**src/rtl/pwm_capture_pkg.sv**
```systemverilog
`default_nettype none
// ============================================================================
// Module      : pwm_capture_pkg
// Description : Shared types for the PWM capture block: the measurement
//               state machine encoding.
// Revision    : 1.0 - initial release
// ============================================================================
package pwm_capture_pkg;

    // IDLE : block disabled, counter held at zero
    // ARM  : waiting for the first rising edge of a new measurement
    // HIGH : input is high, waiting for the falling edge
    // LOW  : input is low, waiting for the rising edge that closes the period
    typedef enum logic [1:0] {
        IDLE = 2'd0,
        ARM  = 2'd1,
        HIGH = 2'd2,
        LOW  = 2'd3
    } state_t;

endpackage : pwm_capture_pkg
`default_nettype wire

```
**src/rtl/sync_edge_detect.sv**
```systemverilog
`default_nettype none
// ============================================================================
// Module      : sync_edge_detect
// Description : Two-flop synchronizer followed by a delay flop for an
//               asynchronous pad input. Produces the synchronized level and
//               single-cycle rise/fall pulses in the clk domain.
// Ports       : clk      - system clock
//               rst      - asynchronous active-high reset
//               i_async  - asynchronous input pin
//               o_level  - synchronized level
//               o_rise   - one-cycle pulse on a synchronized 0->1 transition
//               o_fall   - one-cycle pulse on a synchronized 1->0 transition
// Revision    : 1.0 - initial release
// ============================================================================
module sync_edge_detect (
    input  logic clk,
    input  logic rst,
    input  logic i_async,
    output logic o_level,
    output logic o_rise,
    output logic o_fall
);

    logic r_s1;
    logic r_s2;
    logic r_s3;

    always_ff @(posedge clk or posedge rst) begin
        if (rst) begin
            r_s1 <= 1'b0;
            r_s2 <= 1'b0;
            r_s3 <= 1'b0;
        end else begin
            r_s1 <= i_async;
            r_s2 <= r_s1;
            r_s3 <= r_s2;
        end
    end

    assign o_level = r_s2;
    assign o_rise  = r_s2 & ~r_s3;
    assign o_fall  = ~r_s2 & r_s3;

endmodule : sync_edge_detect
`default_nettype wire

```
**src/rtl/pwm_capture.sv**
```systemverilog
`default_nettype none
// ============================================================================
// Module      : pwm_capture
// Description : Measures period and high time (in clk cycles) of an
//               asynchronous PWM input. Each completed period is reported
//               with a one-cycle valid strobe; a missing edge for
//               2^CNT_WIDTH-1 cycles raises a one-cycle timeout strobe and
//               records the stuck input level.
// Ports       : clk         - system clock
//               rst         - asynchronous active-high reset
//               enable      - synchronous enable, low forces IDLE
//               pwm_in      - asynchronous PWM input
//               period      - cycles between the last two rising edges
//               high_time   - cycles from rise to fall in that period
//               valid       - period/high_time updated this cycle
//               timeout     - no edge seen for 2^CNT_WIDTH-1 cycles
//               stuck_level - synchronized input level at last timeout
// Revision    : 1.0 - initial release
// ============================================================================
module pwm_capture
    import pwm_capture_pkg::*;
#(
    parameter int CNT_WIDTH = 16
) (
    input  logic                 clk,
    input  logic                 rst,
    input  logic                 enable,
    input  logic                 pwm_in,
    output logic [CNT_WIDTH-1:0] period,
    output logic [CNT_WIDTH-1:0] high_time,
    output logic                 valid,
    output logic                 timeout,
    output logic                 stuck_level
);

    localparam logic [CNT_WIDTH-1:0] C_CNT_MAX = {CNT_WIDTH{1'b1}};
    localparam logic [CNT_WIDTH-1:0] C_CNT_ONE = {{(CNT_WIDTH-1){1'b0}}, 1'b1};

    logic                 w_level;
    logic                 w_rise;
    logic                 w_fall;
    logic                 w_edge;

    state_t               r_state;
    logic [CNT_WIDTH-1:0] r_cnt;
    logic [CNT_WIDTH-1:0] r_hi_tmp;
    logic [CNT_WIDTH-1:0] r_period;
    logic [CNT_WIDTH-1:0] r_high_time;
    logic                 r_valid;
    logic                 r_timeout;
    logic                 r_stuck_level;

    sync_edge_detect u_sync (
        .clk     (clk),
        .rst     (rst),
        .i_async (pwm_in),
        .o_level (w_level),
        .o_rise  (w_rise),
        .o_fall  (w_fall)
    );

    assign w_edge = w_rise | w_fall;

    always_ff @(posedge clk or posedge rst) begin
        if (rst) begin
            r_state       <= IDLE;
            r_cnt         <= '0;
            r_hi_tmp      <= '0;
            r_period      <= '0;
            r_high_time   <= '0;
            r_valid       <= 1'b0;
            r_timeout     <= 1'b0;
            r_stuck_level <= 1'b0;
        end else begin
            r_valid   <= 1'b0;
            r_timeout <= 1'b0;

            if (!enable) begin
                r_state <= IDLE;
                r_cnt   <= '0;
            end else begin
                // A rise restarts the count at 1 so the value seen on the next
                // edge equals the number of cycles since this one.
                if (r_state == IDLE) begin
                    r_cnt <= '0;
                end else if (w_rise) begin
                    r_cnt <= C_CNT_ONE;
                end else if (r_cnt != C_CNT_MAX) begin
                    r_cnt <= r_cnt + C_CNT_ONE;
                end

                case (r_state)
                    IDLE: r_state <= ARM;
                    ARM: begin
                        if (w_rise) begin
                            r_state <= HIGH;
                        end
                    end
                    HIGH: begin
                        if (w_fall) begin
                            r_hi_tmp <= r_cnt;
                            r_state  <= LOW;
                        end
                    end
                    LOW: begin
                        if (w_rise) begin
                            r_period    <= r_cnt;
                            r_high_time <= r_hi_tmp;
                            r_valid     <= 1'b1;
                            r_state     <= HIGH;
                        end
                    end
                    default: r_state <= IDLE;
                endcase

                // Saturated with no edge: give up on this measurement. An edge
                // in the saturation cycle takes precedence. The counter restarts
                // so a line that stays stuck produces one strobe per full count
                // rather than one every cycle.
                if (r_state != IDLE && r_cnt == C_CNT_MAX && !w_edge) begin
                    r_timeout     <= 1'b1;
                    r_stuck_level <= w_level;
                    r_state       <= ARM;
                    r_cnt         <= '0;
                end
            end
        end
    end

    assign period      = r_period;
    assign high_time   = r_high_time;
    assign valid       = r_valid;
    assign timeout     = r_timeout;
    assign stuck_level = r_stuck_level;

endmodule : pwm_capture
`default_nettype wire
```
**config.mk**
```make
export PLATFORM = sky130hd
export DESIGN_NAME = pwm_capture
export DESIGN_NICKNAME = d
export VERILOG_FILES = /design/src/rtl/pwm_capture_pkg.sv /design/src/rtl/sync_edge_detect.sv /design/src/rtl/pwm_capture.sv
export SDC_FILE = /design/constraint.sdc
export NUM_CORES = 1
export LEC_CHECK = 0
export CORE_AREA = 5 5 94 96
export CTS_CLUSTER_SIZE = 20
export DETAILED_ROUTE_END_ITERATION = 7
export DIE_AREA = 0 0 99 101
export PLACE_DENSITY = 0.67
export SLEW_MARGIN = 5
export SYNTH_ARGS = -nofsm -noshare
export SYNTH_HDL_FRONTEND = slang
export SYNTH_SLANG_ARGS = --single-unit
```
**constraint.sdc**
```tcl
create_clock -name clk -period 5.4 [get_ports clk]
set_input_delay 1.08 -clock clk [delete_from_list [all_inputs] [get_ports clk]]
set_output_delay 1.08 -clock clk [all_outputs]
set_load 0.005 [all_outputs]
```
==> results.json, run 1 <==
{
  "outcome": "complete, no violations",
  "synth_area_leaders": "dfrtp_1 59%, nand2_1 12%, mux2_2 4.4%, xor2_1 3.1%, o21ai_2 2.9%",
  "grt_pass1_vias": 2031,
  "final_common_cell": "nand2_1",
  "setup-tns-final_ns": 0,
  "synth_edf_count": 0,
  "power.switching_mw": 0.2291,
  "fin_crit_sh": 0.4963,
  "clockPowerShare": 0.443,
  "cp_common_cell": "nand2_1",
  "cap_violations": 0,
  "ant_nets": 0,
  "yosys.area.top_type": "dfrtp_1",
  "htreeDepth": 3,
  "crit_chain": "clkdlybuf4s50_1 > nand4_1 > buf_4 > inv_1 > nand2_1 > nand2_1",
  "post-cts-setup-buffers": 0,
  "end_kind": "flop",
  "firstDrtPassIters": 4,
  "dp_cells": 413,
  "p_seq_frac": 0.526,
  "yosys_most_used_dff": "dfrtp_1",
  "die_w_microns": 99,
  "cp.arrival_ns": 2.95,
  "vias": 2017,
  "ys_seq_area_frac": 0.5868,
  "wl_per_cell_microns": 13.56,
  "final_util": 0.4696,
  "combPwrFrac": 0.031,
  "path_class": "primary input to flop",
  "clock_latency_ns": 0.34,
  "dieArea_sq_um": 9999,
  "n_antenna_cell": 0,
  "synth-seq-cells": 72,
  "fill_cells": 755,
  "synth.avg_cell_area_sq_um": 10.97,
  "swShare": 0.2199,
  "tightest_slew_ns": 0.8957,
  "place.gp.congestion": 0.8013,
  "grt_antenna_before_repair": 0,
  "cts_tree": "built",
  "cp-start-kind": "primary input",
  "slew_violations": 0,
  "async_flop_share": 1.000,
  "worstPathMaxFanout": 35,
  "worstPathBufferInverterCount": 3,
  "slew_headroom": 0.4022,
  "ctsResizeCount": 0,
  "internal_power_mw": 0.8127,
  "numCtsBuffers": 9,
  "fin_worst_skew_ns": 0.008004,
  "grtUsageTotal": 0.1300,
  "hold_buffers": 0,
  "clk_pin_slew_ns": 0.08,
  "critPathSlowestCell": "inv_1",
  "die_h_microns": 101,
  "p_total_mw": 1.042,
  "portBuffers": 38,
  "drive_gt1_frac": 0.1543,
  "power_density_nw_per_um2": 278.4,
  "drt_first_iter_violations": 86,
  "viasPerCell": 4.702,
  "grt_first_pass_wirelength_mm": 10.27,
  "synth.top_cell.area_share": 0.5868,
  "mostFrequentLayoutCells": "95 x nand2_1, 72 x dfrtp_1, 38 x clkdlybuf4s50_1",
  "whs_ns": 0.3535,
  "nets": 326,
  "synthToLayoutAreaGrowth_pct": 21.88,
  "hold_viol": 0,
  "core_area_sq_um": 7969,
  "min_path_type": "flop to flop",
  "rsz0062_at_grt": "no",
  "syn-num-nets": 287,
  "clockBufferDepth": 2,
  "leakage_nw": 1.889,
  "drt_wl_total_mm": 5.817,
  "yosysWarningCount": 0,
  "ioPinCount": 39,
  "ys_types": 36,
  "overflow": 0,
  "start_util": 0.3853,
  "row_count": 33,
  "max_freq_ghz": 0.3731,
  "crit_family": "buffers and inverters",
  "setup_viol": 0,
  "instances_no_fill": 429,
  "vdd_drop_max_mv": 0.1200,
  "place_hpwl_mm": 3.867,
  "drc": 0,
  "critPathRequiredTime_ns": 5.67,
  "multiInputGateArea_sq_um": 1164,
  "layout_min_cycle_time_ns": 2.680,
  "grt_max_degree": 73,
  "cts_root_buffer": "clkbuf_8",
  "syn-cell-area_sq_um": 3070,
  "synthCells": 280,
  "cpPeakStageDelay_ns": 0.70,
  "clock-sinks": 72,
  "register_area_sq_um": 1802
}
## path summary, 6_finish.rpt
| kind | from | endpoint | slack [ns] | cells past startpoint |
|---|---|---|---|---|
| hold / removal | u_sync.r_s1 | u_sync.o_level | 0.35 | 0 |
| min in group asynchronous | rst | r_cnt[0] | 1.33 | 3 |
| setup / recovery | enable | high_time[1] | 2.72 | 6 |
| hold reg to reg | u_sync.r_s1 | u_sync.o_level | 0.35 | 0 |
| max in group asynchronous | rst | high_time[8] | 3.50 | 3 |
| setup reg to reg | u_sync.r_s3 | high_time[1] | 3.28 | 7 |
## metal layers
layer,wire length (microns),global-route usage,up-vias
met5,0,0,-
met4,88,0.04622,0
met2,2535,0.1813,39
li1,-,-,1011
met1,2878,0.1871,958
met3,315,0.04429,9
## logic make-up (layout without fill, tap and decap cells)
family / count (synthesis) / after routing / synth area share
adder cells (fa/ha/maj): 3 / 3 / 0.01223
multiplexers: 17 / 17 / 0.06153
XOR/XNOR: 14 / 14 / 0.03994
AND/OR/NAND/NOR: 127 / 127 / 0.1997
flip-flops: 72 / 72 / 0.5868
AO/OA/AOI/OAI: 27 / 27 / 0.06561
buffers and inverters: 20 / 64 / 0.03423
## power groups by stage
stage                     clock network (mW)  logic (mW)  registers, mW
final                                  0.461      0.0320          0.548
after CTS                              0.478      0.0334          0.548
after floorplan                            0      0.0230          0.558
after detailed placement                   0      0.0333          0.559
after global routing                   0.500      0.0369          0.549
after global placement                     0      0.0324          0.559
## layout make-up
class                      instances  share of cell area
inverter                           8            0.008024
clock buffer                       9             0.03310
multi-input combinational        188              0.3109
timing repair buffer              40              0.1057
sequential                        72              0.4814
tap                              105             0.03511
clock inverter                     7             0.02574
## state kept, by name, summed over array words and instances (netlist names), 2 cells and up
register,count
period,16
r_hi_tmp,16
r_state,2
high_time,16
r_cnt,16
## synth_stat cells (2+ instances only)
master and number:
mux2_2 12, xnor2_1 3, dfrtp_1 72, nand2_1 95, mux2_1 3, nand4_1 7, nor2_1 3, a21oi_1 2
ha_1 3, mux2i_1 2, and4_1 4, and2_1 3, buf_6 3, buf_2 3, xor2_1 11, inv_1 8
nand3_1 4, and3_1 2, o21ai_2 10, o21ai_1 3, o21ai_0 7, and3_2 2, clkbuf_1 5
## through the flow
step | setup slack (ns) | cell area (sq um)
finish | 2.720 | 3742
global route | 2.498 | 3742
CTS | 2.727 | 3742
global placement | 2.427 | 3522
detailed placement | 2.362 | 3522
floorplan | 2.495 | 3070
(Power assumes the default switching activity.)
==> run 2, diff against run 1 <==
==> constraint.sdc (replaced) <==
create_clock -name clk -period 2.6 [get_ports clk]
set_input_delay 0.52 -clock clk [delete_from_list [all_inputs] [get_ports clk]]
set_output_delay 0.52 -clock clk [all_outputs]
set_load 0.005 [all_outputs]
==> run 2 against run 1 <==
Effect of this change: count of clock-buffer cells in the layout stayed put; die area stayed put; critical path type is now flop to flop; design area is 1.3% higher; sequential cell count unchanged; register-to-register slack got worse by 2.7 ns; wire length shrank 1.2%; non-clock buffer count rose by 2; largest cell class unchanged.
==> results.json, run 2 (synthesis results as in run 1) <==
{
  "fin_worst_skew_ns": 0.007676,
  "power_density_nw_per_um2": 581.7,
  "hold_viol": 0,
  "crit_start": "r_cnt[0]",
  "ant_nets": 0,
  "drt_wl_total_mm": 5.747,
  "final_common_cell": "nand2_1",
  "overflow": 0,
  "cts_root_buffer": "clkbuf_8",
  "start_util": 0.3853,
  "place_hpwl_mm": 3.846,
  "dieArea_sq_um": 9999,
  "fin_crit_sh": 0.7876,
  "setup-tns-final_ns": 0,
  "end_kind": "flop",
  "wl_per_cell_microns": 13.33,
  "nets": 328,
  "clk_pin_slew_ns": 0.08,
  "portBuffers": 38,
  "placed_area_sq_um": 3562,
  "ioPinCount": 39,
  "dp_cells": 415,
  "numCtsBuffers": 9,
  "cts_tree": "built",
  "slew_violations": 0,
  "instances_no_fill": 431,
  "die_h_microns": 101,
  "layout_min_cycle_time_ns": 2.048,
  "drc": 0,
  "holdCritStartpoint": "u_sync.r_s1",
  "die_w_microns": 99,
  "vias": 2063,
  "worstPathMaxFanout": 14,
  "grtUsageTotal": 0.1278,
  "cp.arrival_ns": 2.25,
  "core_area_sq_um": 7969,
  "clock_latency_ns": 0.34,
  "n_antenna_cell": 0,
  "firstDrtPassIters": 4,
  "htreeDepth": 3,
  "row_count": 33,
  "cap_violations": 0,
  "post-cts-setup-buffers": 0,
  "grt_pass1_vias": 2094,
  "outcome": "complete, no violations",
  "place.gp.congestion": 0.7637,
  "cp-start-kind": "flop",
  "critPathRequiredTime_ns": 2.81,
  "slew_headroom": 0.6309,
  "drive_gt1_frac": 0.1595,
  "grt_max_degree": 73,
  "drt_first_iter_violations": 86,
  "vdd_drop_max_mv": 0.3202,
  "setup_viol": 0,
  "mostFrequentLayoutCells": "95 x nand2_1, 72 x dfrtp_1, 38 x clkdlybuf4s50_1",
  "clock-sinks": 72,
  "r2r-start": "r_cnt[0]",
  "path_class": "flop to flop",
  "grt_first_pass_wirelength_mm": 10.09,
  "ctsResizeCount": 0,
  "leakage_nw": 1.913,
  "clockBufferDepth": 2,
  "min_path_type": "flop to flop",
  "synthToLayoutAreaGrowth_pct": 23.43,
  "rsz0062_at_grt": "no",
  "tightest_slew_ns": 0.5515,
  "post-route-cell-area_sq_um": 3790,
  "max_freq_ghz": 0.4883,
  "hold_buffers": 0,
  "viasPerCell": 4.787,
  "grt_antenna_before_repair": 0
}
run 2: cell types whose count changed in the layout (fill, tap and decap cells not counted):
| cell | before | now |
|---|---|---|
| inv_8 | 0 | 1 |
| buf_12 | 0 | 2 |
| inv_6 | 0 | 1 |
| clkinv_2 | 1 | 0 |
| clkinvlp_4 | 3 | 2 |
run 2: critical path: stages, from the launching register on:
cell	delay (ns)
dfrtp_1	0.47
ha_1	0.27
and3_2	0.27
nand4_4	0.20
o21ai_4	0.54
o21ai_0	0.16
run 2: path summary, 6_finish.rpt:
kind	slack [ns]	depth (start not counted)	to
worst max-delay path	0.55	5	r_cnt[10]
worst min-delay path	0.35	0	u_sync.o_level
worst max register to register	0.55	5	r_cnt[10]
worst min register to register	0.35	0	u_sync.o_level
max in group asynchronous	1.74	3	timeout
min in group asynchronous	0.58	3	high_time[1]
run 2: layout make-up:
type / instances / area [sq um]
timing repair buffer: 42 / 435.4
inverter: 8 / 30.03
tap: 105 / 131.4
sequential: 72 / 1802
fill: 747 / 4179
multi-input combinational: 188 / 1164
clock inverter: 7 / 103.9
clock buffer: 9 / 123.9
run 2: per-stage QoR:
| step | util | worst slack (ns) | power, mW | hold WS (ns) |
|---|---|---|---|---|
| global placement | 0.4470 | 0.4469 | 1.231 | 0.3329 |
| CTS | 0.4756 | 0.5491 | 2.243 | 0.3557 |
| floorplan | - | 0.2551 | 1.206 | 0.3312 |
| global route | 0.4756 | 0.3789 | 2.303 | 0.3723 |
| finish | 0.4756 | 0.5522 | 2.205 | 0.3543 |
| detailed placement | 0.4470 | 0.3885 | 1.233 | 0.3372 |
run 2: routing by layer:
metal	part of all wire	global-route usage	vias to the layer above	wire, microns
li1	-	-	1014	-
met1	0.48	0.1662	1002	2753
met2	0.46	0.1989	40	2617
met3	0.056	0.04913	7	324
met4	0.0089	0.03782	0	51
met5	0	0	-	0
run 2: report_power, final:
part	switching [mW]	internal, mW
logic	0.0467	0.0225
clock network	0.445	0.551
registers	0.0106	1.13
